`src/rtl/calc_core.sv`:
```
// Sequential signed calculator: 1-cycle add/sub, WIDTH-cycle shift-add multiply and restoring divide.
// Division is built only when CALC_CORE_DIV_EN is defined; otherwise opcode 3 reports an error.
module calc_core #(
  parameter int WIDTH = 12,
  parameter int OPW   = 4
) (
  input  logic               CLK,
  input  logic               RST,
  input  logic               start,
  input  logic [OPW-1:0]     opcode,
  input  logic [WIDTH-1:0]   a,
  input  logic [WIDTH-1:0]   b,
  input  logic               chain,
  input  logic               abort,
  output logic               busy,
  output logic               done,
  output logic [2*WIDTH-1:0] result,
  output logic               error
);

  localparam int RW = 2 * WIDTH;
  localparam int CW = $clog2(WIDTH);

  localparam logic [1:0] S_IDLE = 2'd0;
  localparam logic [1:0] S_EXEC = 2'd1;
  localparam logic [1:0] S_DONE = 2'd2;

  localparam logic [2:0] K_ADD = 3'd0;
  localparam logic [2:0] K_SUB = 3'd1;
  localparam logic [2:0] K_MUL = 3'd2;
  localparam logic [2:0] K_ERR = 3'd4;
`ifdef CALC_CORE_DIV_EN
  localparam logic [2:0] K_DIV = 3'd3;
`endif

  logic [1:0]       state_reg;
  logic [2:0]       kind_reg;
  logic [CW-1:0]    cnt_reg;
  logic [WIDTH-1:0] opa_reg;
  logic [WIDTH-1:0] opb_reg;
  logic             neg_reg;
  logic [RW-1:0]    mcand_reg;
  logic [WIDTH-1:0] mplier_reg;
  logic [RW-1:0]    acc_reg;

  logic [WIDTH-1:0] a_eff;
  logic [WIDTH-1:0] a_mag;
  logic [WIDTH-1:0] b_mag;
  logic             chain_bad;
  logic [2:0]       kind_sel;
  logic [RW-1:0]    add_res;
  logic [RW-1:0]    sub_res;
  logic [RW-1:0]    acc_next;
  logic [RW-1:0]    mul_res;
  logic             last_step;

`ifdef CALC_CORE_DIV_EN
  logic [WIDTH:0]   rem_reg;
  logic [WIDTH-1:0] quo_reg;
  logic [WIDTH-1:0] dvsr_reg;
  logic [WIDTH:0]   rem_shift;
  logic [WIDTH:0]   rem_diff;
  logic             take;
  logic [WIDTH:0]   rem_next;
  logic [WIDTH-1:0] quo_next;
  logic [RW-1:0]    div_res;
`endif

  assign busy = (state_reg != S_IDLE);
  assign done = (state_reg == S_DONE);

  // Operand selection and classification at accept time.
  always_comb begin
    a_eff     = chain ? result[WIDTH-1:0] : a;
    // Previous result fits WIDTH signed bits only if its top WIDTH+1 bits agree.
    chain_bad = chain && !((&result[RW-1:WIDTH-1]) || ~(|result[RW-1:WIDTH-1]));
    a_mag     = a_eff[WIDTH-1] ? (WIDTH'(0) - a_eff) : a_eff;
    b_mag     = b[WIDTH-1] ? (WIDTH'(0) - b) : b;
    kind_sel  = K_ERR;
    if (!chain_bad) begin
      if (opcode == OPW'(0))      kind_sel = K_ADD;
      else if (opcode == OPW'(1)) kind_sel = K_SUB;
      else if (opcode == OPW'(2)) kind_sel = K_MUL;
`ifdef CALC_CORE_DIV_EN
      else if (opcode == OPW'(3)) kind_sel = K_DIV;
`endif
      else                        kind_sel = K_ERR;
    end
  end

  always_comb begin
    add_res   = {{WIDTH{opa_reg[WIDTH-1]}}, opa_reg} + {{WIDTH{opb_reg[WIDTH-1]}}, opb_reg};
    sub_res   = {{WIDTH{opa_reg[WIDTH-1]}}, opa_reg} - {{WIDTH{opb_reg[WIDTH-1]}}, opb_reg};
    acc_next  = mplier_reg[0] ? (acc_reg + mcand_reg) : acc_reg;
    mul_res   = neg_reg ? (RW'(0) - acc_next) : acc_next;
    last_step = (cnt_reg == CW'(WIDTH - 1));
  end

`ifdef CALC_CORE_DIV_EN
  // One restoring-division step: remainder stays below the divisor, so the
  // sign bit of the WIDTH+1 bit difference decides whether to subtract.
  always_comb begin
    rem_shift = {rem_reg[WIDTH-1:0], quo_reg[WIDTH-1]};
    rem_diff  = rem_shift - {1'b0, dvsr_reg};
    take      = ~rem_diff[WIDTH];
    rem_next  = take ? rem_diff : rem_shift;
    quo_next  = {quo_reg[WIDTH-2:0], take};
    div_res   = neg_reg ? (RW'(0) - {{WIDTH{1'b0}}, quo_next}) : {{WIDTH{1'b0}}, quo_next};
  end
`endif

  always_ff @(posedge CLK or posedge RST) begin
    if (RST) begin
      state_reg  <= S_IDLE;
      kind_reg   <= K_ADD;
      cnt_reg    <= '0;
      opa_reg    <= '0;
      opb_reg    <= '0;
      neg_reg    <= 1'b0;
      mcand_reg  <= '0;
      mplier_reg <= '0;
      acc_reg    <= '0;
      result     <= '0;
      error      <= 1'b0;
`ifdef CALC_CORE_DIV_EN
      rem_reg    <= '0;
      quo_reg    <= '0;
      dvsr_reg   <= '0;
`endif
    end else begin
      case (state_reg)
        S_IDLE: begin
          if (start) begin
            state_reg  <= S_EXEC;
            kind_reg   <= kind_sel;
            cnt_reg    <= '0;
            opa_reg    <= a_eff;
            opb_reg    <= b;
            neg_reg    <= a_eff[WIDTH-1] ^ b[WIDTH-1];
            mcand_reg  <= {{WIDTH{1'b0}}, a_mag};
            mplier_reg <= b_mag;
            acc_reg    <= '0;
            error      <= 1'b0;
`ifdef CALC_CORE_DIV_EN
            rem_reg    <= '0;
            quo_reg    <= a_mag;
            dvsr_reg   <= b_mag;
`endif
          end
        end
        S_EXEC: begin
          if (abort) begin
            state_reg <= S_IDLE;
          end else begin
            case (kind_reg)
              K_ADD: begin
                result    <= add_res;
                state_reg <= S_DONE;
              end
              K_SUB: begin
                result    <= sub_res;
                state_reg <= S_DONE;
              end
              K_MUL: begin
                acc_reg    <= acc_next;
                mcand_reg  <= mcand_reg << 1;
                mplier_reg <= mplier_reg >> 1;
                cnt_reg    <= cnt_reg + CW'(1);
                if (last_step) begin
                  result    <= mul_res;
                  state_reg <= S_DONE;
                end
              end
`ifdef CALC_CORE_DIV_EN
              K_DIV: begin
                rem_reg <= rem_next;
                quo_reg <= quo_next;
                cnt_reg <= cnt_reg + CW'(1);
                if (last_step) begin
                  // Divide-by-zero still runs the full sequence, then reports.
                  if (dvsr_reg == '0) begin
                    result <= '0;
                    error  <= 1'b1;
                  end else begin
                    result <= div_res;
                  end
                  state_reg <= S_DONE;
                end
              end
`endif
              default: begin
                result    <= '0;
                error     <= 1'b1;
                state_reg <= S_DONE;
              end
            endcase
          end
        end
        S_DONE:  state_reg <= S_IDLE;
        default: state_reg <= S_IDLE;
      endcase
    end
  end

endmodule

```
`config.mk`:
```
export PLATFORM = sky130hd
export DESIGN_NAME = calc_core
export DESIGN_NICKNAME = d
export VERILOG_FILES = /design/src/rtl/calc_core.sv
export SDC_FILE = /design/constraint.sdc
export NUM_CORES = 1
export LEC_CHECK = 0
export BUFFER_PORTS_ARGS = -buffer_cell sky130_fd_sc_hd__buf_2
export CAP_MARGIN = 20
export CORE_MARGIN = 1
export CORE_UTILIZATION = 50
export CTS_CLUSTER_SIZE = 14
export DETAILED_ROUTE_END_ITERATION = 10
export PLACE_DENSITY = 0.8
export SLEW_MARGIN = 20
export SYNTH_ARGS = -nofsm -noshare
export SYNTH_HDL_FRONTEND = slang
export SYNTH_SLANG_ARGS = --single-unit
```
`constraint.sdc`:
```
create_clock -name CLK -period 4 [get_ports CLK]
set_input_delay 0.6 -clock CLK [delete_from_list [all_inputs] [get_ports CLK]]
set_output_delay 0.6 -clock CLK [all_outputs]
set_load 0.01 [all_outputs]
```
[Yosys cells after proc, flatten, opt, wreduce, memory -nomap -nowiden]
Index checks and enable logic that the tools add are counted.
Word-level totals
  output and inout bits: 27
  flip-flop bits (word level): 119
  input port bits: 33
Operators by class
  bitwise gates (word level): 3
  add/subtract/negate cells: 7
  reductions and logical operators: 16
  eq/ne operators: 13
  multiplexer cells: 36
Operators with widths (count)
  $mux 24: 9
  $pmux 24 s2: 2
  $mux 12: 6
  $pmux 24 s3: 1
  $add 24x24->24: 1
  $pmux 12 s2: 1
  $sub 1x12->12 const A: 2
  $sub 1x24->24 const A: 1
  $add 12x12->13: 1
  $reduce_and 13->1: 1
  $reduce_or 13->1: 1
  $sub 12x12->13: 1
  $mux 3: 4
  $mux 4: 3
  $ne 2x2->1 const B: 5
  $mux 2: 4
  $pmux 4 s2: 1
  $reduce_and 4->1: 2
  $add 4x1->4 const B: 1
  $eq 4x1->1 const B: 1
  $eq 4x2->1 const B: 1
  $eq 4x4->1 const B: 1
  $logic_not 4->1: 1
  $ne 4x4->1 const B: 1
  other kinds (18): 23

[Logic depth before layout (Yosys ltp)]
  depth in word-level cells: 6
  mapped depth: 14
  gate-level depth less buffers: 14

[Least setup slack after synthesis]
OpenSTA, ideal clock, no wires.
  path kind: reg-to-reg
  from: register mcand_reg[0]
  to: register result[21]
  cell stages (with the launch flop): 15
  period minus slack after synthesis: 3.788 ns
  slack: 0.212 ns
  arrival time: 3.663 ns
  data required time: 3.874 ns
  path buffers: 1
  cells stage by stage: dfrtp_1 > ha_1 > inv_1 > fa_1 > nand2b_1 > a211oi_1 > o21ai_1 > xnor2_1 > mux2_2 > or4_1 > buf_2 > or4_4 > a211oi_2 > mux2i_1 > nand2_1
Between the ends
  longest elaborated chain between the ends: 6
RTL lines
  start: declaration: line 42  | logic [RW-1:0] mcand_reg;
  start signal: assignment: line 140  | mcand_reg <= {{WIDTH{1'b0}}, a_mag};
  start signal: assignment: line 166  | mcand_reg <= mcand_reg << 1;
  $add 24x24->24 *: line 94  | acc_next = mplier_reg[0] ? (acc_reg + mcand_reg) : acc_reg;
  $mux 24 *: line 94
  $sub 1x24->24: line 95  | mul_res = neg_reg ? (RW'(0) - acc_next) : acc_next;
  $mux 24 *: line 95
  $mux 24 *: line 169  | if (last_step) begin
  $pmux 24 s3 *: line 155  | case (kind_reg)
  end signal: assignment: line 157  | result <= add_res;
  end signal: assignment: line 161  | result <= sub_res;
  end signal: assignment: line 170  | result <= mul_res;
  end: declaration: line 17  | output logic [2*WIDTH-1:0] result,
Every way passes the cells marked *; elsewhere a longest branch is shown, timed or not. The select of a mux whose other input is x is not followed.
A chain may end at the register's enable or synchronous reset.

[Final worst setup path]
Same ends and word-level chain as after synthesis.

==> impl_metrics.py <==
metrics = {
    "drt": {
        "drt-initial-drc-count": 935,
        "via_per_inst": 6.32,
        "drtAntennaViolNets": 0,
        "drt_wl_total_um": 24900,
        "drt-wirelength-per-cell_um": 18.8,
        "vias": 8392,
        "dr.pass1.iters": 5,
        "remaining_drc_errors": 0,
    },
    "placed_design": {
        "place_congestion": 0.975,
        "portBuffers": 59,
        "dpl.hpwl_um": 17900,
        "placed_cell_area_sq_um": 9300,
        "dp.cells": 1297,
    },
    "cts": {
        "cts.htree.levels": 4,
        "numCtsBuffers": 17,
        "cts.reportedPaths.clkPinSlew_ns": 0.06,
        "ctsRootBufferMaster": "clkbuf_16",
        "clkLatencyLatePin_ns": 0.42,
        "clock_path_buffers": 2,
        "cts.sinks": 119,
        "ctsHoldBuffers": 0,
        "cts_tree": "built",
    },
    "grt": {
        "grt_usage": 0.283,
        "grt_pass1_wl_um": 39500,
        "globalRouteOverflowTotal": 0,
        "grt_antenna_before_repair": 0,
        "grt_max_degree": 71,
        "grt_pass1_vias": 7717,
    },
    "synth": {
        "synth_ff_type": "dfrtp_1",
        "ys_warn_count": 0,
        "synth_edf_count": 0,
        "yosys.area.top_type": "dfrtp_1",
        "syn_nets": 1129,
        "synth_commonest_cells": "141 x nand2_1, 119 x dfrtp_1, 110 x o21ai_0",
        "async_flop_share": 1.00,
        "synthTopCellsByArea": "dfrtp_1 34%, ha_1 7.3%, o21ai_0 6.3%, nand2_1 6.1%, xnor2_1 3.6%",
        "netlist_instances": 1042,
        "synth_area_sq_um": 8700,
        "synth_top_area_frac": 0.342,
        "synth.most_common_cell": "nand2_1",
        "synth_cell_types": 70,
        "yosysSeqAreaShare": 0.342,
        "postSynthAreaPerCell_sq_um": 8.35,
        "synth_seq_cells": 119,
    },
    "floorplan": {
        "start_util": 0.519,
        "pin_count": 60,
        "num_rows": 47,
        "dieArea_sq_um": 17900,
        "design.core.area_sq_um": 16800,
        "die_x_um": 134,
        "dieHeight_um": 134,
    },
    "setup_path": {
        "required_ns": 4.30,
        "cp-start-kind": "flop",
        "r2r_slack_ns": 0.14,
        "cp.arrival_ns": 4.16,
        "cp_max_fo": 4,
        "crit_path_end_kind": "flop",
        "worst-setup-path-type": "reg -> reg",
    },
    "layout": {
        "final_util": 0.589,
        "fin_area_sq_um": 9870,
        "syn_to_final_growth_pct": 13.5,
        "antenna_cells": 0,
        "final_cells": 1327,
        "drive_above_1_share": 0.131,
        "layout.nets": 1184,
    },
    "sta": {
        "slew-limit-headroom": 0.309,
        "tns_ns": 0,
        "tightest_slew_ns": 1.01,
        "max_freq_ghz": 0.259,
        "clock_skew_ns": 0.00853,
        "hold_viol": 0,
        "setup_viol": 0,
        "period_needed_ns": 3.86,
        "fin_crit_sh": 0.965,
        "drv_slew": 0,
        "rsz0062_at_grt": "false",
    },
    "min_path": {
        "worstHoldPathType": "in -> async",
    },
    "flow_run": {
        "maxCapViolations": 0,
    },
    "pwr": {
        "p_leak_nw": 4.49,
        "powerDensity_nw_per_um2": 486,
        "ir_drop_mv": 0.335,
    },
    "run_status": {
        "outcome": "finished clean",
    },
}
layout make-up:
class                      instances  area [sq um]
clock buffer                      19           443
clock inverter                    10          83.8
fill                            1493          6890
inverter                          41           156
multi-input combinational        831          5410
sequential                       119          2980
tap                              220           275
timing repair buffer              87           518
routing by layer:
metal	track usage	part of all wire	vias up
li1	-	-	3917
met1	0.396	0.45	4040
met2	0.421	0.45	379
met3	0.0514	0.072	56
met4	0.136	0.035	0
met5	0	0	-
repair_timing:
item | CTS | global route
pin swaps | 0 | 1
endpoints found under the setup margin | 2 | 3
resized for setup | 1 | 6
setup buffers | 0 | 1
worst paths after layout:
check / depth (start not counted) / start / endpoint
min in group CLK: 3 / b[10] / opb_reg[10]$_DFFE_PP0P_
worst min-delay path: 2 / RST / opb_reg[2]$_DFFE_PP0P_
worst max-delay path: 13 / mcand_reg[0]$_DFFE_PP0P_ / result[21]$_DFFE_PP0P_
worst min register to register: 2 / mplier_reg[8]$_DFFE_PP0P_ / mplier_reg[8]$_DFFE_PP0P_
worst max register to register: 13 / mcand_reg[0]$_DFFE_PP0P_ / result[21]$_DFFE_PP0P_
max in group asynchronous: 3 / RST / mcand_reg[3]$_DFFE_PP0P_
critical path, cell delays in order, from the launching register on:
cell      delay [ns]
dfrtp_1         0.37
ha_2            0.20
inv_1           0.06
fa_1            0.39
nand2b_2        0.23
a21o_1          0.20
a221oi_4        0.34
nand3b_4        0.11
a211o_1         0.30
or4_4           0.50
or4_4           0.59
a211oi_4        0.18
mux2i_1         0.20
nand2_1         0.07
placed cells by master (no fill, tap or decap), drive strengths merged, types with 19 or more instances in the layout:
cell and count:
nand2 141, dfrtp 119, o21ai 115, buf 87, nor2 73, a21oi 56, ha 51, inv 40
xnor2 36, nor3 29, nand3 21, mux2i 20, a22o 19, a221oi 19, clkbuf 19
report_power, final:
group | switching, mW | internal [mW] | leakage [nW]
logic | 1.07 | 0.720 | 2.68
clock network | 0.560 | 0.851 | 0.260
registers | 0.224 | 1.38 | 1.56
metrics by stage:
stage / setup WS [ns] / power [mW] / hold slack (ns)
3_3_place_gp: 0.0631 / 3.28 / 0.456
2_1_floorplan: 0.212 / 2.80 / 0.440
6_report: 0.140 / 4.80 / 0.353
5_1_grt: 0.0186 / 5.05 / 0.433
4_1_cts: 0.134 / 4.75 / 0.408
3_5_place_dp: 0.0357 / 3.33 / 0.461
kinds of logic after synthesis:
logic type	count (synthesis)	share of synthesized area
simple gates	362	0.199
compound gates	341	0.260
flops	119	0.342
buf+inv	92	0.0401
fa+ha+maj	54	0.0803
xor+xnor	52	0.0524
mux	22	0.0256
(Power assumes the default switching activity.)
